### src/rtl/modexp_sequencer.sv
// modexp_sequencer
// Control sequencer for B^E mod N using left-to-right binary square-and-multiply.
// It drives an external modular multiplier through a start/done handshake. It
// also selects the operand pair (square R*R, or multiply R*B) and strobes the
// result register init and writeback. It performs no arithmetic of its own.
//
// Optional feature macro: SKIP_LEADING_ZEROS_EN
//   When defined, a SCAN state walks past the leading zero bits of the exponent
//   at one cycle per bit. The first set bit then issues a multiply directly,
//   because squaring R=1 would be wasted work.
//   When undefined, every one of the EXP_W bits is processed starting from the MSB.
//
// All outputs are registered and Moore-decoded. Each output register is loaded
// from the next-state value, so a strobe is high during exactly the cycle in
// which the FSM occupies the corresponding state.

module modexp_sequencer #(
  parameter int EXP_W = 16
) (
  input  logic             clk,
  input  logic             rst,
  input  logic             start,
  input  logic [EXP_W-1:0] exponent,
  input  logic             mm_done,
  output logic             mm_start,
  output logic             mm_op,
  output logic             r_init,
  output logic             r_we,
  output logic             busy,
  output logic             done
);

  // Bit-index counter width. A floor of one bit keeps degenerate widths legal.
  localparam int IDX_W = (EXP_W > 1) ? $clog2(EXP_W) : 1;
  localparam logic [IDX_W-1:0] IDX_MSB = IDX_W'(EXP_W - 1);
  localparam logic [IDX_W-1:0] IDX_ONE = IDX_W'(1);

  // State encoding
  localparam logic [3:0] ST_IDLE      = 4'd0;
  localparam logic [3:0] ST_INIT      = 4'd1;
  localparam logic [3:0] ST_SQ_ISSUE  = 4'd2;
  localparam logic [3:0] ST_SQ_WAIT   = 4'd3;
  localparam logic [3:0] ST_SQ_WB     = 4'd4;
  localparam logic [3:0] ST_MUL_ISSUE = 4'd5;
  localparam logic [3:0] ST_MUL_WAIT  = 4'd6;
  localparam logic [3:0] ST_MUL_WB    = 4'd7;
  localparam logic [3:0] ST_NEXT      = 4'd8;
  localparam logic [3:0] ST_FINISH    = 4'd9;
`ifdef SKIP_LEADING_ZEROS_EN
  localparam logic [3:0] ST_SCAN      = 4'd10;
`endif

  logic [3:0]       state;
  logic [3:0]       state_nxt;
  logic [IDX_W-1:0] idx;
  logic [IDX_W-1:0] idx_nxt;
  logic [EXP_W-1:0] e_reg;
  logic             cur_bit;

  // The exponent bit that is currently being processed.
  assign cur_bit = e_reg[idx];

  // Next-state and bit-index logic.
  always_comb begin
    state_nxt = state;
    idx_nxt   = idx;
    case (state)
      ST_IDLE: begin
        if (start) begin
          state_nxt = ST_INIT;
          idx_nxt   = IDX_MSB;
        end
      end
      ST_INIT: begin
`ifdef SKIP_LEADING_ZEROS_EN
        state_nxt = ST_SCAN;
`else
        state_nxt = ST_SQ_ISSUE;
`endif
      end
`ifdef SKIP_LEADING_ZEROS_EN
      ST_SCAN: begin
        // R is still 1 here, so squaring it would change nothing. Skip straight
        // to the multiply for the first set bit.
        if (cur_bit) begin
          state_nxt = ST_MUL_ISSUE;
        end else if (idx == '0) begin
          state_nxt = ST_FINISH;
        end else begin
          idx_nxt = idx - IDX_ONE;
        end
      end
`endif
      ST_SQ_ISSUE:  state_nxt = ST_SQ_WAIT;
      ST_SQ_WAIT: begin
        if (mm_done) state_nxt = ST_SQ_WB;
      end
      ST_SQ_WB:     state_nxt = cur_bit ? ST_MUL_ISSUE : ST_NEXT;
      ST_MUL_ISSUE: state_nxt = ST_MUL_WAIT;
      ST_MUL_WAIT: begin
        if (mm_done) state_nxt = ST_MUL_WB;
      end
      ST_MUL_WB:    state_nxt = ST_NEXT;
      ST_NEXT: begin
        // Leave at bit 0 rather than decrementing, so idx never wraps.
        if (idx == '0) begin
          state_nxt = ST_FINISH;
        end else begin
          idx_nxt   = idx - IDX_ONE;
          state_nxt = ST_SQ_ISSUE;
        end
      end
      ST_FINISH:    state_nxt = ST_IDLE;
      default:      state_nxt = ST_IDLE;
    endcase
  end

  // State, index and registered Moore outputs, all decoded from the next state.
  always_ff @(posedge clk) begin
    if (rst) begin
      state    <= ST_IDLE;
      idx      <= IDX_MSB;
      mm_start <= 1'b0;
      mm_op    <= 1'b0;
      r_init   <= 1'b0;
      r_we     <= 1'b0;
      busy     <= 1'b0;
      done     <= 1'b0;
    end else begin
      state    <= state_nxt;
      idx      <= idx_nxt;
      mm_start <= (state_nxt == ST_SQ_ISSUE) || (state_nxt == ST_MUL_ISSUE);
      mm_op    <= (state_nxt == ST_MUL_ISSUE) || (state_nxt == ST_MUL_WAIT) ||
                  (state_nxt == ST_MUL_WB);
      r_init   <= (state_nxt == ST_INIT);
      r_we     <= (state_nxt == ST_SQ_WB) || (state_nxt == ST_MUL_WB);
      busy     <= (state_nxt != ST_IDLE);
      done     <= (state_nxt == ST_FINISH);
    end
  end

  // Exponent capture. It loads only when a start is accepted, so a start that
  // arrives while busy leaves the operand untouched.
  always_ff @(posedge clk) begin
    if ((state == ST_IDLE) && start) begin
      e_reg <= exponent;
    end
  end

endmodule

### config.mk
export PLATFORM = sky130hd
export DESIGN_NAME = modexp_sequencer
export DESIGN_NICKNAME = d
export VERILOG_FILES = /design/src/rtl/modexp_sequencer.sv
export SDC_FILE = /design/constraint.sdc
export NUM_CORES = 1
export LEC_CHECK = 0
export CORE_MARGIN = 4
export CORE_UTILIZATION = 45
export DETAILED_ROUTE_END_ITERATION = 8
export MAX_ROUTING_LAYER = met4
export PLACE_DENSITY_LB_ADDON = 0.12
export SLEW_MARGIN = 15
export SYNTH_ARGS = -nofsm -noshare
export SYNTH_HDL_FRONTEND = slang
export SYNTH_SLANG_ARGS = --single-unit
### constraint.sdc
create_clock -name clk -period 1.5 [get_ports clk]
set_input_delay 0.45 -clock clk [delete_from_list [all_inputs] [get_ports clk]]
set_output_delay 0.45 -clock clk [all_outputs]
set_load 0.02 [all_outputs]
==> reports/metrics.cfg, run 1 <==
[outcome]
status=complete, but fails checks
violations=setup timing

[power_and_ir_drop]
p_int_mw=1.421
cellPowerDensity_nw_per_um2=1009
swShare_pct=28.04
p_leak_nw=0.7630
power.share.clock_pct=22.7
combPwrFrac_pct=26.5
vdd_drop_max_v=0.0006582
sequentialPowerShare_pct=50.8
p_sw_mw=0.5536

[timing]
fin_crit_ns=1.632
hold_viol_final=0
fin_tns_setup_ns=-1.003
min_period_over_period_pct=108.8
rsz0062_at_grt=yes
slew_viol_final=0
tightest_slew_ns=0.3942
setup_viol=17
finClkSkew_ns=0.01479
worst_slack_ns=-0.1324
fmax_ghz=0.6126
relSlewSlack_pct=73.66

[cts]
h-tree-depth=2
cts_sinks=30
clk_latency_ns=0.34
cts_tree=yes
clockBufferDepth=2
hold_buffers=0
clk_pin_slew_ns=0.09
numCtsBuffers=5
clock-root-buffer=clkbuf_4

[final_layout]
n_antenna_cell=0
fill_cells=214
fin_util_pct=68.07
area_growth_pct=39.61
nets=185
largest_reg_flops=16
drive_gt1_share_pct=32.32

[die]
rows=19
core_area_um2=2877
start_util_pct=48.76
dieArea_um2=4074
die_w_um=63.83
die_h_um=63.83
ios=26

[grt]
antenna_found_initial=0
grt_overflow=0
grtUsageTotal_pct=15.92
grt_pass1_wl_um=4726
grt_pass1_vias=1040
grt_max_degree=17

[detailed_routing]
routed_wirelength_um=2770
wl_per_cell_um=13.45
vias=1034
met2WireLength_um=1329
routed_via_density=5.019
drc=0
drtIter0Drc=36
drt-met1-wl_um=1245
met3WireLength_um=144
ant_nets=0
dr.max_layer_used=met4
first_pass_iters=4

[worst_setup_path]
worstPathArrival_ns=1.88
startpoint_type=flip-flop
worstPathMaxFanout=5
end_kind=flip-flop
worstSetupPathType=reg -> reg
required_ns=1.75

[yosys]
yosysTopAreaCell=edfxtp_1
synth_compound_area_share_pct=13.02
ys_ff_latch=30
synth_mux_area_share_pct=7.404
ys_types=40
synth_edf_count=16
netlist_area_um2=1403
ys_warn_count=0
ys_async_sr_fraction_pct=0
avgSynthCellArea_um2=12.30
yosys.area_share.xor_xnor_pct=3.122
syn-instance-count=114
synth_fp_nets=136
synth_top_family_by_area=simple AND/OR/NAND/NOR gates
synth_top_cell_area_share_pct=34.26
yosysSeqAreaShare_pct=54.24
synth_ff_type=edfxtp_1
synth.top_cells.by_area=edfxtp_1, dfxtp_1, mux2i_1
synthTopCellsByCount=edfxtp_1, dfxtp_1, mux2i_1, nand2_1, a21oi_1
synthSimpleGateAreaFrac_pct=15.70
synth_most_common_cell=edfxtp_1
synthAdderAreaFrac_pct=1.784

[placement]
port_buffers=25
place.gp.congestion=0.7687
dpl.hpwl_um=2015

[run]
drv_cap=0

[min_path]
hold_path_class=reg -> reg

==> power by group through the flow <==
| stage | Clock, mW | Sequential, mW | Combinational (mW) |
|---|---|---|---|
| 2_1_floorplan | 0 | 1.03 | 0.279 |
| 3_3_place_gp | 0 | 1.01 | 0.495 |
| 3_5_place_dp | 0 | 1.02 | 0.509 |
| 4_1_cts | 0.465 | 0.999 | 0.523 |
| 5_1_grt | 0.501 | 1.01 | 0.572 |
| 6_report | 0.448 | 1.00 | 0.524 |
==> metal layers <==
layer | GRT usage (%) | vias to the layer above
met5 | - | -
met4 | 7.278 | 0
met3 | 5.604 | 7
met2 | 24.00 | 21
met1 | 19.05 | 489
li1 | - | 517
==> worst max-delay path: stages (launching register included) <==
cell,delay [ns]
dfxtp_1,0.46
or4b_1,0.50
nor2_2,0.18
a211oi_4,0.07
buf_4,0.16
a211oi_2,0.17
==> cells by family (layout without fill, tap and decap cells) <==
kind of cell	Yosys count	count (layout)
AND/OR/NAND/NOR	33	33
flip-flops	30	30
AO/OA/AOI/OAI	23	23
buffers and inverters	11	61
multiplexers	10	10
XOR/XNOR	5	5
adder cells (fa/ha/maj)	2	2
==> path summary, 6_finish.rpt <==
| kind | start | end | slack [ns] | cells past startpoint |
|---|---|---|---|---|
| worst max register to register | state[3]$_SDFF_PP0_ | r_we$_SDFF_PP0_ | -0.13 | 5 |
| worst min-delay path | state[2]$_SDFF_PP0_ | done$_SDFF_PP0_ | 0.61 | 2 |
| worst max-delay path | state[3]$_SDFF_PP0_ | r_we$_SDFF_PP0_ | -0.13 | 5 |
| worst min register to register | state[2]$_SDFF_PP0_ | done$_SDFF_PP0_ | 0.61 | 2 |
==> placed cells by master, fill, tap and decap left out, drive strengths merged, types with 2 or more instances in the layout <==
master	instances
edfxtp	16
o22ai	2
nor4	2
nand3	2
nand2	7
mux2i	7
buf	23
ha	2
nor2b	4
nor2	5
nor3b	2
nor4b	2
a211oi	2
clkdlybuf4s50	19
inv	5
mux2	3
nand2b	2
dfxtp	14
dlygate4sd2	6
a21oi	6
xnor2	5
a22oi	2
nor3	3
clkbuf	8
a31oi	2
==> layout make-up <==
type / instances / area [um^2] / area share, %
clock buffers: 8 / 48.80 / 2.492
inverters: 5 / 21.27 / 1.086
multi-input cells: 73 / 628.1 / 32.08
flip-flops and latches: 30 / 767.0 / 39.17
well taps: 42 / 52.55 / 2.684
repair buffers: 48 / 440.4 / 22.49
==> timing repair <==
item                                    4_1_cts  5_1_grt
setup buffers                                 2        0
pin swaps                                     1        0
cloned                                        0        0
gates resized for setup                      12        1
hold endpoints to repair                      0        0
endpoints found under the setup margin       19       29
==> stage by stage <==
step                setup WS, ns  hold slack (ns)  power, mW  std cells  instance area (um^2)
floorplan               -0.04386           0.4896      1.310        114                  1431
global placement         -0.2924           0.5877      1.510        196                  1869
detailed placement       -0.3563           0.5882      1.525        196                  1869
CTS                      -0.1287           0.6022      1.987        206                  1949
global route             -0.2300           0.6503      2.088        206                  1958
finish                   -0.1324           0.6110      1.975        206                  1958
Note: power is estimated with default switching activity, not from simulation.
==> run 2, diff against run 1 <==
CELL_PAD_IN_SITES_DETAIL_PLACEMENT = 1   (was not set)
CELL_PAD_IN_SITES_GLOBAL_PLACEMENT = 1   (was not set)
CORE_ASPECT_RATIO = 1.5   (was not set)
CORE_UTILIZATION = 37   (was 45)
HOLD_SLACK_MARGIN = 0.12   (was not set)
==> run 2 against run 1 <==
Cell count grew 3.4%; highest routed layer unchanged; sequential share of layout area decreased by 3.1 points; the run still ends with setup timing left; total power is 16% higher; critical path type unchanged; critical path depth rose by 1; die area rose by 19%; core utilization down 9.1 points; critical endpoint is now state[3]$_SDFF_PP0_; clock-buffer cell count fell by 1; largest power group unchanged.
==> reports/metrics.cfg, run 2 (synthesis results as in run 1) <==
[detailed_routing]
routed_wirelength_um=3965
vias=1092
routed_via_density=5.127
ant_nets=0
drc=0
drtIter0Drc=5
wl_per_cell_um=18.62
first_pass_iters=4

[outcome]
status=complete, but fails checks
violations=setup timing

[die]
die_w_um=58.27
rows=27
die_h_um=83.41
dieArea_um2=4860
ios=26
start_util_pct=38.44
core_area_um2=3649

[cts]
hold_buffers=0
cts_tree=yes
h-tree-depth=2
cts_sinks=30
clockBufferDepth=2
clk_pin_slew_ns=0.06
clock-root-buffer=clkbuf_8
numCtsBuffers=5
clk_latency_ns=0.28

[timing]
tightest_slew_ns=0.3851
fin_tns_setup_ns=-0.6597
fmax_ghz=0.6188
worst_slack_ns=-0.1161
hold_viol_final=0
finClkSkew_ns=0.006271
setup_viol=11
min_period_over_period_pct=107.7
relSlewSlack_pct=74.21
fin_crit_ns=1.616
timing.hold.ws_ns=0.6150
rsz0062_at_grt=yes
slew_viol_final=0

[final_layout]
fin_cells=213
fill_cells=388
final_common_cell=buf_4
fin_util_pct=59.02
mostFrequentLayoutCells=buf_4, clkdlybuf4s50_1, edfxtp_1
regArea_um2=775.7
largest_reg_flops=16
drive_gt1_share_pct=43.53
multi_input_area_um2=709.4
area_growth_pct=53.52
nets=191
n_antenna_cell=0
postLayoutCellArea_um2=2153

[grt]
antenna_found_initial=0
grt_pass1_wl_um=6196
grt_max_degree=18
grtUsageTotal_pct=17.97
grt_pass1_vias=1266
grt_overflow=0

[power_and_ir_drop]
p_leak_nw=0.8492
vdd_drop_max_v=0.0007679
power.total_mw=2.291
cellPowerDensity_nw_per_um2=1064

[worst_setup_path]
slowest_stage=dfxtp_4
slowest_delay_ns=0.38
required_ns=1.70
worstPathArrival_ns=1.82
end_kind=flip-flop
path_cells=buf_6, mux2_4, o211a_1, o311ai_2, o21a_4, nor3b_4
worstPathMaxFanout=6
startpoint_type=flip-flop
worstSetupPathType=reg -> reg
timing.rr.end=state[3]$_SDFF_PP0_
timing.rr.start=idx[3]$_SDFFE_PP1P_
reg2reg_slack_ns=-0.12
r2r.worst_path.cells=6

[min_path]
holdPathEnd=done$_SDFF_PP0_
hold_path_class=reg -> reg
min_path_cells=2
min_from=state[0]$_SDFF_PP0_

[placement]
placed_cell_area_um2=1866
dpl.hpwl_um=2712
port_buffers=25
place.gp.congestion=0.7859
dp_slack_ns=-0.3531
place_inst=198

[run]
drv_cap=0

==> run 2: cell count changes in the layout (fill, tap and decap cells not counted), moves of 3 or more <==
cell / delta
clkbuf_8: +6
a21oi_1: -5
a21oi_2: +5
buf_6: +5
clkbuf_4: -5
dfxtp_1: -3
==> run 2: worst max path at each step <==
stage                        startpoint             endpoint  slack (ns)  cells after the start
floorplan           idx[0]$_SDFFE_PP1P_  idx[2]$_SDFFE_PP1P_       -0.04                      7
global placement                  start  mm_start$_SDFF_PP0_       -0.33                      6
detailed placement              mm_done      r_we$_SDFF_PP0_       -0.35                      6
CTS                 idx[0]$_SDFFE_PP1P_  idx[3]$_SDFFE_PP1P_       -0.16                      8
global route        idx[1]$_SDFFE_PP1P_  idx[3]$_SDFFE_PP1P_       -0.20                      8
finish              idx[3]$_SDFFE_PP1P_  state[3]$_SDFF_PP0_       -0.12                      6
==> run 2: final cells by class <==
type	count	share of cell area, %
clock inverter	1	0.2324
tap	43	2.499
clock buffer	7	4.009
timing repair buffer	54	23.30
sequential	30	36.03
inverter	5	0.9878
multi-input combinational	73	32.95
==> run 2: critical path, delay by kind of cell, from the launching register on <==
family | cells | cell delay [ns]
compound gates | 3 | 0.57
buf+inv | 1 | 0.11
flops | 1 | 0.38
mux | 1 | 0.28
simple gates | 1 | 0.20
==> run 2: where the power goes <==
| part | total, mW | switching, mW | internal (mW) |
|---|---|---|---|
| Clock | 0.671 | 0.302 | 0.369 |
| Sequential | 1.02 | 0.0497 | 0.966 |
| Combinational | 0.603 | 0.304 | 0.299 |
| Total | 2.29 | 0.656 | 1.63 |
==> run 2: metal layers <==
| layer | routed length [um] | up-vias | part of all wire, % | global-route usage [%] |
|---|---|---|---|---|
| met5 | 0 | - | 0 | - |
| met4 | 163 | 0 | 4.1 | 9.916 |
| met3 | 115 | 12 | 2.9 | 4.355 |
| met2 | 2426 | 21 | 61 | 34.28 |
| met1 | 1258 | 529 | 32 | 14.59 |
| li1 | - | 530 | - | - |
==> run 2: timing repair <==
| action | 4_1_cts | 5_1_grt |
|---|---|---|
| setup endpoints to repair | 19 | 29 |
| resized for setup | 29 | 13 |
| buffers inserted | 5 | 2 |
| pin swaps | 6 | 5 |
| gates cloned | 0 | 0 |
==> run 3, diff against run 2 <==
CAP_MARGIN = 20   (was not set)
CORE_UTILIZATION = 38   (was 37)
CTS_BUF_LIST = sky130_fd_sc_hd__clkbuf_8   (was not set)
==> run 3 against run 2 <==
The run still ends with setup timing left; clock power down 12%; combinational power down 12%; worst setup slack worse by 0.013 ns; via count about the same; critical endpoint is now idx[3]$_SDFFE_PP1P_; die area down 2.3%; non-clock buffer count down 3; register-to-register slack about the same; maximum frequency down 0.78%; critical path type unchanged; critical path depth up 2; cell count down 1.9%; design area down 6.6%; clock skew down 0.0021 ns.
==> reports/metrics.cfg, run 3 (synthesis results as in run 1) <==
[run]
drv_cap=0

[power_and_ir_drop]
combPwrFrac_pct=24.9
p_int_mw=1.537
power.share.clock_pct=27.7
vdd_drop_max_v=0.0006040
swShare_pct=27.62
sequentialPowerShare_pct=47.4
power.total_mw=2.123
p_leak_nw=0.8018
p_sw_mw=0.5862
cellPowerDensity_nw_per_um2=1055

[final_layout]
mostFrequentLayoutCells=buf_4, clkdlybuf4s50_1, edfxtp_1
final_common_cell=buf_4
fill_cells=370
regArea_um2=769.5
multi_input_area_um2=626.9
postLayoutCellArea_um2=2012
fin_util_pct=57.80
area_growth_pct=43.44
nets=188
drive_gt1_share_pct=34.73
largest_reg_flops=16
n_antenna_cell=0

[worst_setup_path]
worstPathArrival_ns=1.78
required_ns=1.66
slowest_delay_ns=0.42
timing.rr.start=idx[0]$_SDFFE_PP1P_
worstSetupPathType=reg -> reg
critical_path.top_delay_family=simple AND/OR/NAND/NOR gates
worstPathMaxFanout=5
path_cells=inv_4, ha_4, or3b_4, a22oi_2, buf_4, nor4_2, xnor2_1, nand2_1
startpoint_type=flip-flop
worstSetupStartpoint=idx[0]$_SDFFE_PP1P_
slowest_stage=or3b_4
end_kind=flip-flop
critical_path_buf_inv_count=2

[cts]
cts_sinks=30
clk_latency_ns=0.27
cts_tree=yes
clockBufferDepth=2
numCtsBuffers=5
clock-root-buffer=clkbuf_8
h-tree-depth=2
clk_pin_slew_ns=0.06

[min_path]
hold_path_class=reg -> reg
min_from=idx[1]$_SDFFE_PP1P_

[timing]
fmax_ghz=0.6139
rsz0062_at_grt=yes
setup_viol=10
slew_viol_final=0
tightest_slew_ns=0.4044
finClkSkew_ns=0.004187
relSlewSlack_pct=72.97
fin_crit_ns=1.629
fin_tns_setup_ns=-0.8453
min_period_over_period_pct=108.6
hold_viol_final=0
worst_slack_ns=-0.1289

[die]
die_w_um=57.61
rows=26
core_area_um2=3481
dieArea_um2=4747
ios=26
start_util_pct=40.29
die_h_um=82.41

[detailed_routing]
ant_nets=0
drc=0
first_pass_iters=4
vias=1093
routed_wirelength_um=3469
routed_via_density=5.230
drtIter0Drc=12
wl_per_cell_um=16.60

[placement]
placed_cell_area_um2=1854
port_buffers=25
dpl.hpwl_um=2754
place.gp.congestion=0.7578
dp_slack_ns=-0.3874

[grt]
grt_overflow=0
antenna_found_initial=0
grt_max_degree=18
grt_pass1_vias=1257
grtUsageTotal_pct=17.18
grt_pass1_wl_um=5823

[outcome]
status=complete, but fails checks
violations=setup timing

## run 3: path summary, 6_finish.rpt
check                                           end  slack (ns)  depth (start not counted)
worst max-delay path            idx[3]$_SDFFE_PP1P_       -0.13                          8
worst min-delay path            idx[1]$_SDFFE_PP1P_        0.62                          3
worst max register to register  idx[3]$_SDFFE_PP1P_       -0.13                          8
worst min register to register  idx[1]$_SDFFE_PP1P_        0.62                          3
## run 3: metrics by stage
| step | std cells | hold WS [ns] |
|---|---|---|
| after floorplan | 114 | 0.4896 |
| after global placement | 194 | 0.5830 |
| after global routing | 209 | 0.6744 |
| after CTS | 206 | 0.6217 |
| final | 209 | 0.6184 |
| after detailed placement | 194 | 0.6076 |
## run 3: what timing repair did
item                                    CTS  global route
buffers inserted                          4             3
endpoints found under the setup margin   18            13
pin swaps                                 2             2
resized for setup                        14             2
endpoints found under the hold margin     0             0
hold buffers                              0             0
## run 3: final cells by class
class / instances / area share, %
clock buffers: 5 / 3.420
inverters: 5 / 1.057
repair buffers: 51 / 22.95
flip-flops and latches: 30 / 38.25
multi-input cells: 73 / 31.16
clock inverters: 3 / 0.5597
well taps: 42 / 2.612
## run 3: power by group through the flow
stage / Combinational, mW / Sequential [mW] / Clock (mW)
2_1_floorplan: 0.279 / 1.03 / 0
3_3_place_gp: 0.464 / 1.02 / 0
3_5_place_dp: 0.486 / 1.03 / 0
4_1_cts: 0.515 / 1.01 / 0.608
5_1_grt: 0.569 / 1.02 / 0.652
6_report: 0.528 / 1.01 / 0.588
## run 3: per-layer routing
metal	vias up	global-route usage (%)	routed length [um]
li1	525	-	-
met1	541	13.46	1129
met5	-	-	0
met2	18	34.62	2110
met4	0	9.745	115
met3	9	4.199	113
## run 3: tightest hold or removal path, stage by stage (launching register included)
cell	delay (ns)
dfxtp_2	0.33
buf_4	0.12
mux2i_1	0.07
nand2b_1	0.06
